<file path="config.mk">
export PLATFORM = sky130hd
export DESIGN_NAME = wb_arbiter_2m_flat
export DESIGN_NICKNAME = d
export VERILOG_FILES = /design/src/rtl/wb_arb_pkg.sv /design/src/rtl/wishbone_if.sv /design/src/rtl/wb_arb_rr.sv /design/src/rtl/wb_arbiter_2m.sv /design/src/flat_wrapper.sv
export SDC_FILE = /design/constraint.sdc
export NUM_CORES = 1
export LEC_CHECK = 0
export BUFFER_PORTS_ARGS = -buffer_cell sky130_fd_sc_hd__buf_2
export CORE_AREA = 2 2 124 126
export CTS_BUF_LIST = sky130_fd_sc_hd__clkbuf_16
export CTS_CLUSTER_DIAMETER = 200
export CTS_CLUSTER_SIZE = 8
export DETAILED_ROUTE_END_ITERATION = 16
export DIE_AREA = 0 0 126 128
export PLACE_DENSITY_LB_ADDON = 0.12
export SLEW_MARGIN = 20
export SYNTH_ARGS = -nofsm -noshare
export SYNTH_HDL_FRONTEND = slang
export SYNTH_SLANG_ARGS = --single-unit
</file>
<file path="constraint.sdc">
create_clock -name clk_i -period 3.15 [get_ports clk_i]
set_clock_uncertainty 0.15 [all_clocks]
set_input_delay 0 -clock clk_i [delete_from_list [all_inputs] [get_ports clk_i]]
set_output_delay 0 -clock clk_i [all_outputs]
set_load 0.005 [all_outputs]
</file>
<file path="src/rtl/wb_arb_pkg.sv">
// wb_arb_pkg: shared types and defaults for the two-master Wishbone arbiter
package wb_arb_pkg;
  typedef enum logic [1:0] {IDLE, OWN0, OWN1, DRAIN} arb_state_e;
  localparam int MAX_OUTST_DEF = 4;
endpackage

</file>
<file path="src/rtl/wishbone_if.sv">
// wishbone_if: pipelined Wishbone bundle (master drives request, slave drives response)
interface wishbone_if #(parameter int AW = 32, parameter int DW = 32);
  logic cyc, stb, we, ack, err, stall;
  logic [DW/8-1:0] sel;
  logic [AW-1:0] addr;
  logic [DW-1:0] data_m, data_s;
  modport master (output cyc, stb, we, sel, addr, data_m, input data_s, ack, err, stall);
  modport slave (input cyc, stb, we, sel, addr, data_m, output data_s, ack, err, stall);
endinterface

</file>
<file path="src/rtl/wb_arb_rr.sv">
// wb_arb_rr: 2-way round-robin picker; priority moves to the loser on each grant
module wb_arb_rr #(
  parameter bit RR_INIT = 1'b0
) (
  input  logic       clk,
  input  logic       rst_n,
  input  logic       en,
  input  logic [1:0] req,
  output logic [1:0] gnt
);
  logic prio;
  always_comb gnt = &req ? (prio ? 2'b10 : 2'b01) : req;
  always_ff @(posedge clk or negedge rst_n)
    if (!rst_n) prio <= RR_INIT;
    else if (en && |gnt) prio <= gnt[0];
endmodule

</file>
<file path="src/rtl/wb_arbiter_2m.sv">
// wb_arbiter_2m: two-master pipelined Wishbone arbiter with outstanding-transfer tracking
module wb_arbiter_2m
  import wb_arb_pkg::*;
#(
  parameter int MAX_OUTST = MAX_OUTST_DEF,
  parameter int RR_INIT   = 0
) (
  input logic        clk_i,
  input logic        rst_ni,
  wishbone_if.slave  wb_m0,
  wishbone_if.slave  wb_m1,
  wishbone_if.master wb_s
);
  localparam int CW = $clog2(MAX_OUTST + 1);
  arb_state_e    state, state_nx;
  logic [CW-1:0] cnt, cnt_nx;
  logic [1:0]    req, gnt;
  logic          own0, own1, own, done, blk, inc, dec;
  assign own0 = state == OWN0;
  assign own1 = state == OWN1;
  assign own  = own0 || own1;
  assign req  = {wb_m1.cyc && wb_m1.stb, wb_m0.cyc && wb_m0.stb};
  assign done = wb_s.ack || wb_s.err;
  // a completion this cycle frees a slot, so a full counter only blocks without one
  assign blk  = cnt == CW'(MAX_OUTST) && !done;
  assign wb_s.cyc    = own1 ? wb_m1.cyc : own0 ? wb_m0.cyc : state == DRAIN;
  assign wb_s.stb    = own && !blk && (own1 ? wb_m1.stb : wb_m0.stb);
  assign wb_s.we     = own && (own1 ? wb_m1.we : wb_m0.we);
  assign wb_s.sel    = own ? (own1 ? wb_m1.sel : wb_m0.sel) : '0;
  assign wb_s.addr   = own1 ? wb_m1.addr : wb_m0.addr;
  assign wb_s.data_m = own1 ? wb_m1.data_m : wb_m0.data_m;
  assign wb_m0.ack    = own0 && wb_s.ack;
  assign wb_m0.err    = own0 && wb_s.err;
  assign wb_m0.stall  = !own0 || wb_s.stall || blk;
  assign wb_m0.data_s = wb_s.data_s;
  assign wb_m1.ack    = own1 && wb_s.ack;
  assign wb_m1.err    = own1 && wb_s.err;
  assign wb_m1.stall  = !own1 || wb_s.stall || blk;
  assign wb_m1.data_s = wb_s.data_s;
  assign inc = wb_s.cyc && wb_s.stb && !wb_s.stall;
  assign dec = done && cnt != '0;
  always_comb cnt_nx = (inc && !dec) ? cnt + 1'b1 : (dec && !inc) ? cnt - 1'b1 : cnt;
  wb_arb_rr #(.RR_INIT(1'(RR_INIT))) u_rr (
    .clk  (clk_i),
    .rst_n(rst_ni),
    .en   (state == IDLE),
    .req  (req),
    .gnt  (gnt)
  );
  always_comb begin
    state_nx = state;
    unique case (state)
      IDLE:  state_nx = gnt[0] ? OWN0 : gnt[1] ? OWN1 : IDLE;
      OWN0:  if (!wb_m0.cyc) state_nx = cnt_nx == '0 ? IDLE : DRAIN;
      OWN1:  if (!wb_m1.cyc) state_nx = cnt_nx == '0 ? IDLE : DRAIN;
      DRAIN: if (cnt_nx == '0) state_nx = IDLE;
      default: state_nx = IDLE;
    endcase
  end
  always_ff @(posedge clk_i or negedge rst_ni)
    if (!rst_ni) begin
      state <= IDLE;
      cnt   <= '0;
    end else begin
      state <= state_nx;
      cnt   <= cnt_nx;
    end
endmodule

</file>
<file path="src/flat_wrapper.sv">
// flat-port wrapper written by rule: the top's interface ports become plain ports
module wb_arbiter_2m_flat import wb_arb_pkg::*;
#(
  parameter int MAX_OUTST = MAX_OUTST_DEF,
  parameter int RR_INIT   = 0
)
  (clk_i, rst_ni, wb_m0_cyc, wb_m0_stb, wb_m0_we, wb_m0_sel, wb_m0_addr, wb_m0_data_m, wb_m0_data_s, wb_m0_ack, wb_m0_err, wb_m0_stall, wb_m1_cyc, wb_m1_stb, wb_m1_we, wb_m1_sel, wb_m1_addr, wb_m1_data_m, wb_m1_data_s, wb_m1_ack, wb_m1_err, wb_m1_stall, wb_s_cyc, wb_s_stb, wb_s_we, wb_s_sel, wb_s_addr, wb_s_data_m, wb_s_data_s, wb_s_ack, wb_s_err, wb_s_stall);
  wishbone_if wb_m0_i ();
  wishbone_if wb_m1_i ();
  wishbone_if wb_s_i ();
  input logic clk_i;
  input logic rst_ni;
  input wire logic [$bits(wb_m0_i.cyc)-1:0] wb_m0_cyc;
  input wire logic [$bits(wb_m0_i.stb)-1:0] wb_m0_stb;
  input wire logic [$bits(wb_m0_i.we)-1:0] wb_m0_we;
  input wire logic [$bits(wb_m0_i.sel)-1:0] wb_m0_sel;
  input wire logic [$bits(wb_m0_i.addr)-1:0] wb_m0_addr;
  input wire logic [$bits(wb_m0_i.data_m)-1:0] wb_m0_data_m;
  output wire logic [$bits(wb_m0_i.data_s)-1:0] wb_m0_data_s;
  output wire logic [$bits(wb_m0_i.ack)-1:0] wb_m0_ack;
  output wire logic [$bits(wb_m0_i.err)-1:0] wb_m0_err;
  output wire logic [$bits(wb_m0_i.stall)-1:0] wb_m0_stall;
  input wire logic [$bits(wb_m1_i.cyc)-1:0] wb_m1_cyc;
  input wire logic [$bits(wb_m1_i.stb)-1:0] wb_m1_stb;
  input wire logic [$bits(wb_m1_i.we)-1:0] wb_m1_we;
  input wire logic [$bits(wb_m1_i.sel)-1:0] wb_m1_sel;
  input wire logic [$bits(wb_m1_i.addr)-1:0] wb_m1_addr;
  input wire logic [$bits(wb_m1_i.data_m)-1:0] wb_m1_data_m;
  output wire logic [$bits(wb_m1_i.data_s)-1:0] wb_m1_data_s;
  output wire logic [$bits(wb_m1_i.ack)-1:0] wb_m1_ack;
  output wire logic [$bits(wb_m1_i.err)-1:0] wb_m1_err;
  output wire logic [$bits(wb_m1_i.stall)-1:0] wb_m1_stall;
  output wire logic [$bits(wb_s_i.cyc)-1:0] wb_s_cyc;
  output wire logic [$bits(wb_s_i.stb)-1:0] wb_s_stb;
  output wire logic [$bits(wb_s_i.we)-1:0] wb_s_we;
  output wire logic [$bits(wb_s_i.sel)-1:0] wb_s_sel;
  output wire logic [$bits(wb_s_i.addr)-1:0] wb_s_addr;
  output wire logic [$bits(wb_s_i.data_m)-1:0] wb_s_data_m;
  input wire logic [$bits(wb_s_i.data_s)-1:0] wb_s_data_s;
  input wire logic [$bits(wb_s_i.ack)-1:0] wb_s_ack;
  input wire logic [$bits(wb_s_i.err)-1:0] wb_s_err;
  input wire logic [$bits(wb_s_i.stall)-1:0] wb_s_stall;
  assign wb_m0_i.cyc = wb_m0_cyc;
  assign wb_m0_i.stb = wb_m0_stb;
  assign wb_m0_i.we = wb_m0_we;
  assign wb_m0_i.sel = wb_m0_sel;
  assign wb_m0_i.addr = wb_m0_addr;
  assign wb_m0_i.data_m = wb_m0_data_m;
  assign wb_m0_data_s = wb_m0_i.data_s;
  assign wb_m0_ack = wb_m0_i.ack;
  assign wb_m0_err = wb_m0_i.err;
  assign wb_m0_stall = wb_m0_i.stall;
  assign wb_m1_i.cyc = wb_m1_cyc;
  assign wb_m1_i.stb = wb_m1_stb;
  assign wb_m1_i.we = wb_m1_we;
  assign wb_m1_i.sel = wb_m1_sel;
  assign wb_m1_i.addr = wb_m1_addr;
  assign wb_m1_i.data_m = wb_m1_data_m;
  assign wb_m1_data_s = wb_m1_i.data_s;
  assign wb_m1_ack = wb_m1_i.ack;
  assign wb_m1_err = wb_m1_i.err;
  assign wb_m1_stall = wb_m1_i.stall;
  assign wb_s_cyc = wb_s_i.cyc;
  assign wb_s_stb = wb_s_i.stb;
  assign wb_s_we = wb_s_i.we;
  assign wb_s_sel = wb_s_i.sel;
  assign wb_s_addr = wb_s_i.addr;
  assign wb_s_data_m = wb_s_i.data_m;
  assign wb_s_i.data_s = wb_s_data_s;
  assign wb_s_i.ack = wb_s_ack;
  assign wb_s_i.err = wb_s_err;
  assign wb_s_i.stall = wb_s_stall;
  wb_arbiter_2m #(.MAX_OUTST(MAX_OUTST), .RR_INIT(RR_INIT)) u_core (.clk_i(clk_i), .rst_ni(rst_ni), .wb_m0(wb_m0_i), .wb_m1(wb_m1_i), .wb_s(wb_s_i));
endmodule
</file>
# == Yosys cells after proc, flatten, opt, wreduce, memory -nomap -nowiden ==
# Cells that the tools add are included.
# word_totals
ff_bits,6
# classes
add_sub_neg,2
eq_ne,7
muxes,19
n_reduce_logical,35
# op_table
cell,n
2-to-1 mux 32 bit,2
logical AND 1 bit,16
2-to-1 mux 2 bit,8
2-to-1 mux 4 bit,2
one-hot mux 2 bit (4 select lines),1
logical NOT 1 bit,7
logical OR 1 bit,6
2-to-1 mux 3 bit,2
!= test 2 bit (second input constant),3
equality test 2 bit (second input constant),2
2-to-1 mux 1 bit,4
adder 3 x 1 -> 3 bit (second input constant),1
equality test 3 bit (second input constant),1
logical NOT 3 bit,1
AND reduction 3 bit,1
nonzero test 3 bit,1
subtractor 3 x 1 -> 3 bit (second input constant),1
equality test 2 x 1 -> 1 bit (second input constant),1
logical NOT 2 bit,1
AND reduction 2 bit,1
OR reduction 2 bit,1

# == Depth between registers and ports, before layout ==
# Gate-level depths: netlist of the first run.
# depth
ltp_word,16
mapped_depth,8
depth_no_buf,8

# == Hierarchy ==
# From an unflattened synthesis of the first run, not the netlist that was laid out.
# hier_totals
cells_unflattened,223
area_unflattened_um2,1979.4
# by_module_without_submodules
module,n_inst,cells_each,area_each_um2
wb_arbiter_2m,1,217,1924.3
wb_arb_rr,1,6,55.1

# == Least setup slack after synthesis of the first run ==
# Ideal clock, no wire load.
# synth_timing
path_type,register -> register
start,register u_core.state[0]
end,register u_core.state[0]
setup_ns,0.127
arrival_ns,2.150
t_required_ns,2.873
setup_slack_ns,0.723
stages_incl_launch_ff,9
n_path_buf,0
synth_period_minus_slack_ns,2.427
cell_sequence,dfrtp_1 > inv_1 > ha_1 > mux2_1 > nand2_1 > nor4b_4 > mux2_1 > a221o_1 > mux2i_1
# synth_between
elab_chain_cells,14
word_cells_on_any_way,26
cone_classes,6 x eq/ne; 9 x mux; 11 x reduce/logical
# synth_rtl
element,line_no,rtl
"start, declared",wb_arbiter_2m.sv:15,"arb_state_e state, state_nx;"
"start signal, assigned",wb_arbiter_2m.sv:65,state <= state_nx;
equality test 2 x 1 -> 1 bit / equality test 2 bit (equally long branches),"wb_arbiter_2m.sv:19, wb_arbiter_2m.sv:52, wb_arbiter_2m.sv:20",
logical OR 1 bit,wb_arbiter_2m.sv:21,assign own = own0 || own1;
logical AND 1 bit (2 in series),wb_arbiter_2m.sv:27,assign wb_s.stb = own && !blk && (own1 ? wb_m1.stb : wb_m0.stb);
logical AND 1 bit (2 in series),wb_arbiter_2m.sv:40,assign inc = wb_s.cyc && wb_s.stb && !wb_s.stall;
logical NOT 1 bit,wb_arbiter_2m.sv:42,always_comb cnt_nx = (inc && !dec) ? cnt + 1'b1 : (dec && !inc) ? cnt - 1'b1 : cnt;
logical AND 1 bit,wb_arbiter_2m.sv:42,
2-to-1 mux 3 bit (2 in series),wb_arbiter_2m.sv:42,
logical NOT 3 bit,"wb_arbiter_2m.sv:54, wb_arbiter_2m.sv:55, wb_arbiter_2m.sv:56",
2-to-1 mux 2 bit,"wb_arbiter_2m.sv:54, wb_arbiter_2m.sv:55",
"2-to-1 mux 2 bit, on equally long branches","wb_arbiter_2m.sv:55, wb_arbiter_2m.sv:54",
one-hot mux 2 bit (4 select lines),wb_arbiter_2m.sv:52,unique case (state)
# Several ways; a longest one is shown, not always the timed one. The select of a mux whose other input is x is not followed.
# A chain may end at the register's enable or synchronous reset.

# == Worst setup path after layout of the first run ==
# layout_timing
start,register u_core.state[0]
end,register u_core.state[1]
# The elaborated chain is that of the path after synthesis.

==> run summary, run 1 <==
status: completed
Ys Warns: 0
met3 WL: 602 um
Setup violations, final: 0
Post-Synthesis Cells: 221
synth top area cells: mux2_2 (29%), buf_4 (24%), mux2_1 (9.8%)
VDD IR max: 209 uV
post-CTS setup buffer count: 0
Seq/Total Area, Yosys: 0.0765
Post-synth EDFFs: 0
combinational family with the most area after synthesis: multiplexers
max-slew violations: 0
initial antenna violation count: 0
starting density of the core: 0.132
Final Hold Viols: 0
worst-path maximum fanout: 8
Synth area leader: mux2_2
# IOs: 320
Die Span Y: 128 um
# diodes: 0
DIE WIDTH: 126 um
# hold bufs at CTS: 36
met2 WL: 4270 um
ys flop type: dfrtp_1
minimum hold slack: 0.0501 ns
area of the die: 16,100 sq um
Reg area: 150 sq um
# DRC: 0
CTS tree: yes
row count: 45
WS Path Type: flip-flop to flip-flop
CP Capture Type: flip-flop
Synth async-reset ratio: 1.00
Post-CTS Resized: 0
layout cells sized above 1: 0.682
Vias: 2,282
cell area power density: 567 nW/um^2
Peak Freq: 0.367 GHz
synthesis-to-finish area growth: 66.2%
footprint of the multi-input gates: 1290 sq um
first-pass GRT wire length: 11,800 um
Pre-Repair DR Iteration Count: 4
CP required: 3.10 ns
RSZ-0062 raised after global routing: false
LEAKAGE: 1.62 nW
crit share post-route: 0.865
crit path DAT: 2.68 ns
post-DP HPWL: 7220 um
met1 wire length: 3250 um
clk sink count: 6
Post-Synth XOR/XNOR Area: 0.0178
1st-iter DRT viols: 50
number of distinct library cells after synthesis: 33
max_slew headroom: 0.681
H-tree levels: 1
mean cell area of the mapped netlist: 8.88 sq um
syn nets: 407
post-synthesis adder-cell area fraction: 0.0497
wire per inst: 13.6 um
GRT Overall Usage: 0.0915
maximum clock path buffer count: 2
total of max-cap violations: 0
clk_lat worst skew: 0.22 ns
Root Driver: clkbuf_16
complex-gate fraction of the synthesized area: 0.0797
CTS Buf Count: 3
Final ANT Viol Nets: 0
Final min period: 2.73 ns
multiplexer share of the synthesized area: 0.420
crit start category: flip-flop
Synth Cell Area: 1960 sq um
Post-synth top cells: buf_4 (64), mux2_2 (50), mux2_1 (17), nor2b_1 (8)
vias in the first global route: 2,319
most repeated cell in the gate-level netlist after synthesis: buf_4
HP Class: input port to flip-flop
gr ovfl total: 0
vias per cell: 3.80
worst-margin pin slew: 0.479 ns
setup_tns: 0 ns
area share of the largest cell type after synthesis: 0.287
largest net degree at the start of global routing: 38
I/O Buffers: 223
fillcell total: 1,688
RD Place Congestion: 0.794
Core Box Area: 14,900 sq um
Post-Synth Simple-Gate Area: 0.0841
# nets final: 600
final wirelength: 8180 um
Yosys reg bits: 6
highest metal used: met4
Worst-path clk slew: 0.03 ns
[path summary, 6_finish.rpt]
| path | from | endpoint | slack [ns] | cells after the start |
|---|---|---|---|---|
| worst max register to register | u_core.state[0] | u_core.state[1] | 0.42 | 7 |
| worst min-delay path | wb_m1_stb | u_core.u_rr.prio | 0.05 | 3 |
| worst max-delay path | u_core.state[0] | u_core.state[1] | 0.42 | 7 |
| worst min register to register | u_core.cnt[2] | u_core.cnt[2] | 0.53 | 1 |
| max in group asynchronous | rst_ni | u_core.cnt[1] | 2.06 | 3 |
| min in group asynchronous | rst_ni | u_core.state[1] | 0.57 | 3 |
[worst max-delay path: stages (launching register included)]
cell and delay (ns):
dfrtp_1 0.40, inv_1 0.12, ha_1 0.44, nand2_1 0.17
nor4b_4 0.49, mux2_1 0.38, a221o_1 0.32, mux2i_1 0.14
[layout make-up]
class / instances / share of cell area
repair buffers: 261 / 0.457
multi-input cells: 137 / 0.396
well taps: 188 / 0.0721
flip-flops and latches: 6 / 0.0460
clock buffers: 3 / 0.0230
inverters: 5 / 0.00575
[cell usage in the layout, fill, tap and decap left out]
cell	synthesis	final
mux2_1	17	17
mux2_2	50	50
nand2b_1	1	1
o21ai_1	2	2
maj3_1	1	1
a22oi_1	1	1
nor3_1	1	1
dlygate4sd3_1	0	36
o31a_1	1	1
a21oi_1	7	7
nor3b_1	1	1
a311oi_1	1	1
nor2_1	6	6
mux2i_1	7	7
a211oi_2	1	1
nor2b_1	8	8
inv_1	5	5
buf_2	1	223
ha_4	0	1
buf_4	64	2
o21ai_0	2	2
nor4_1	1	1
o2111a_1	1	1
dfrtp_1	6	6
a22o_1	1	1
and2_1	4	4
ha_1	7	6
a31oi_1	4	4
nor4b_4	1	1
a221o_1	1	1
clkbuf_16	0	3
nand2_1	5	5
o2bb2ai_1	1	1
xnor2_1	4	4
[where the power goes]
group | total [mW] | internal, mW | switching, mW
sequential | 0.173 | 0.121 | 0.0521
combinational | 1.48 | 0.787 | 0.690
clock | 0.200 | 0.162 | 0.0374
total | 1.85 | 1.07 | 0.780
[per-stage QoR]
step / cell area (sq um) / worst slack (ns) / instances / total power, mW / utilization
after floorplan: 1960 / 0.723 / 221 / 1.14 / -
after global placement: 2830 / 0.446 / 561 / 1.63 / 0.190
after detailed placement: 2830 / 0.399 / 561 / 1.62 / 0.190
after CTS: 3260 / 0.384 / 600 / 1.89 / 0.219
after global routing: 3260 / 0.244 / 600 / 2.02 / 0.219
final: 3260 / 0.424 / 600 / 1.85 / 0.219
[flip-flops by register name (all words and copies together) (netlist names)]
register / flops
u_core.cnt: 3
u_core.state: 2
u_core.u_rr.prio: 1
[cells by family (layout without fill, tap and decap cells)]
group	Yosys count	after routing
xor gates and xnor gates	4	4
DFF	6	6
buffers and inverters	78	269
and+or+nand+nor	28	28
AOI/OAI and AO/OA	23	23
adders and majority gates	8	8
muxes	74	74
[routing by layer]
metal,vias to the layer above,GRT usage
li1,1094,-
met1,1026,0.108
met2,156,0.176
met3,6,0.0146
met4,0,0.0129
met5,-,0
No activity file was read; power rests on OpenSTA's default activity.
==> run 2, diff against run 1 <==
==> constraint.sdc (replaced) <==
create_clock -name clk_i -period 2.35 [get_ports clk_i]
set_clock_uncertainty 0.15 [all_clocks]
set_input_delay 0 -clock clk_i [delete_from_list [all_inputs] [get_ports clk_i]]
set_output_delay 0 -clock clk_i [all_outputs]
set_load 0.005 [all_outputs]
==> run 2 against run 1 <==
Net effect: routed wire length grew 7.9%; critical endpoint unchanged; die area stayed put; clock power increased by 36%; highest routed layer is now met5; the run now ends with negative setup slack left; global-route usage is 0.64 points higher; core utilization is 1.2 points higher.
==> run summary, run 2 (same netlist as run 1, synthesis figures left out) <==
status: complete, but fails checks
part of the power in the clock network: 0.097 (-0.011)
Final Hold Viols: 0 (unchanged)
LEAKAGE: 1.72 nW (+5.9%)
most used cell, CP: mux2_4
vias in the first global route: 2,286 (-1.4%)
crit path DAT: 2.36 ns (-0.32 ns)
RSZ-0062 raised after global routing: true
Die Span Y: 128 um (unchanged)
Final min period: 2.40 ns (-0.324 ns)
Core Box Area: 14,900 sq um (unchanged)
wire per inst: 14.3 um (+4.7%)
final wirelength: 8820 um (+7.9%)
area of the die: 16,100 sq um (unchanged)
crit share post-route: 1.02 (+0.157)
worst-margin pin slew: 0.583 ns (+0.104 ns)
HP Class: input port to flip-flop
Vias: 2,355 (+3.2%)
Largest register FFs: 3 (unchanged)
CP max stage delay: 0.41 ns (-0.08 ns)
reg2reg setup slack: -0.05 ns (-0.48 ns)
crit start category: flip-flop
Worst-path clk slew: 0.03 ns (about the same)
Pre-Repair DR Iteration Count: 4 (unchanged)
gr ovfl total: 0 (unchanged)
fillcell total: 1,680 (-0.47%)
CP Capture Type: flip-flop
clk sink count: 6 (unchanged)
crit path max-delay cell type: dfrtp_1
starting density of the core: 0.132 (unchanged)
maximum clock path buffer count: 2 (unchanged)
WS Path Type: flip-flop to flip-flop
post-DP HPWL: 7580 um (+5.0%)
RD Place Congestion: 0.778 (-2.1%)
Root Driver: clkbuf_16
Int Power: 1.64 mW (+54%)
cell area power density: 812 nW/um^2 (+43%)
met3 WL: 838 um (+39%)
max_slew headroom: 0.611 (-0.0695)
met1 wire length: 3100 um (-4.4%)
Buffers & Inverters on Critical Path: 1 (unchanged)
failing checks: negative setup slack
highest metal used: met5
critical-path cell list: buf_6 > ha_4 > mux2_4 > nand2_4 > nor4b_4 > mux2_4 > a221o_1 > mux2i_1
GRT Overall Usage: 0.0979 (+0.00641)
max-slew violations: 0 (unchanged)
switching part of the total: 0.411 (-0.0101)
# DRC: 0 (unchanged)
Worst R2R Path Depth: 8 (+1)
Switch Pwr: 1.15 mW (+47%)
1st-iter DRT viols: 42 (-16%)
layout cells sized above 1: 0.720 (+0.0382)
vias per cell: 3.81 (+0.19%)
I/O Buffers: 223 (unchanged)
most common cell after layout, fill and taps aside: buf_2
# IOs: 320 (unchanged)
worst hold stages: 3 (unchanged)
synthesis-to-finish area growth: 75.1%
worst setup slack after layout: -0.0519 ns (-0.476 ns)
clk_lat worst skew: 0.23 ns (about the same)
Setup violations, final: 2 (+2)
largest net degree at the start of global routing: 46 (+21%)
setup_tns: -0.103 ns (-0.103 ns)
Peak Freq: 0.416 GHz (+14%)
Levels on crit path: 8 (+1)
Top reg by flops: u_core.cnt
combinational share of power: 0.824 (+0.025)
Largest regs: u_core.cnt (3), u_core.state (2), u_core.u_rr.prio (1)
H-tree levels: 1 (unchanged)
CTS Buf Count: 3 (unchanged)
initial antenna violation count: 3 (+3)
Final ANT Viol Nets: 0 (unchanged)
first-pass GRT wire length: 12,200 um (+3.4%)
sequential power share: 0.078 (-0.015)
total of max-cap violations: 0 (unchanged)
# nets final: 617 (+2.8%)
total power: 2.79 mW (+51%)
worst-path maximum fanout: 5 (-3)
row count: 45 (unchanged)
CP required: 2.31 ns (-0.79 ns)
cell family with most CP delay: multiplexers
DIE WIDTH: 126 um (unchanged)
VDD IR max: 291 uV (+39%)
most frequent cells in the layout: buf_2 (223), mux2_2 (50), dlygate4sd3_1 (36)
CTS tree: yes
met2 WL: 4780 um (+12%)
run 2: changes by cell type in the layout (fill, tap and decap cells not counted), moves of 2 or more:
cell | before | now
buf_4 | 2 | 18
ha_1 | 6 | 3
ha_2 | 0 | 2
inv_1 | 5 | 3
inv_2 | 0 | 2
mux2_1 | 17 | 15
mux2_4 | 0 | 2
run 2: area by class of cell:
type	instances	area [sq um]	area share
diodes	1	2.50	0.000728
clock buffers	3	75.1	0.0218
inverters	5	18.8	0.00546
multi-input cells	137	1330	0.388
flip-flops and latches	6	150	0.0437
well taps	188	235	0.0684
repair buffers	278	1620	0.472
run 2: per-stage QoR:
step                utilization  setup WS (ns)  hold slack [ns]  cells  cell area (sq um)
finish                    0.231        -0.0519           0.0574    618               3440
global route              0.231         -0.159           0.0794    618               3440
CTS                       0.230        -0.0718           0.0490    616               3420
detailed placement        0.198         -0.132           -0.309    575               2940
global placement          0.198        -0.0976           -0.306    575               2940
floorplan                     -         0.0191           -0.446    221               1970
run 2: per-layer routing:
layer,GRT usage,vias to the layer above
met5,0,-
met4,0.0194,4
met3,0.0321,8
met2,0.195,145
met1,0.0991,1070
li1,-,1128
run 2: worst reg2reg max path: cells and delay by family (launching register included):
kind                       cells  cell delay [ns]
adders and majority gates      1             0.16
and+or+nand+nor                2             0.43
DFF                            1             0.41
buffers and inverters          1             0.14
muxes                          3             0.68
AOI/OAI and AO/OA              1             0.32
run 2: path summary, 6_finish.rpt:
path,to,startpoint
worst max register to register,u_core.state[1],u_core.state[1]
worst min-delay path,u_core.u_rr.prio,wb_m1_stb
worst min register to register,u_core.cnt[2],u_core.cnt[2]
min in group asynchronous,u_core.u_rr.prio,rst_ni
max in group asynchronous,u_core.cnt[0],rst_ni
worst max-delay path,u_core.state[1],u_core.state[1]
run 2: timing repair:
item                                    in CTS  in global routing
gates cloned                                 0                  0
resized for setup                            8                  4
hold endpoints to repair                    71                  0
hold buffers                                36                  0
setup buffers                                2                  1
endpoints found under the setup margin       2                  2
pin swaps                                    4                  4
run 2: power by group through the flow:
| stage | logic (mW) | registers, mW | clock network [mW] |
|---|---|---|---|
| after floorplan | 1.33 | 0.195 | 0 |
| after global placement | 2.14 | 0.225 | 0 |
| after detailed placement | 2.13 | 0.223 | 0 |
| after CTS | 2.33 | 0.222 | 0.279 |
| after global routing | 2.53 | 0.228 | 0.289 |
| final | 2.30 | 0.219 | 0.272 |
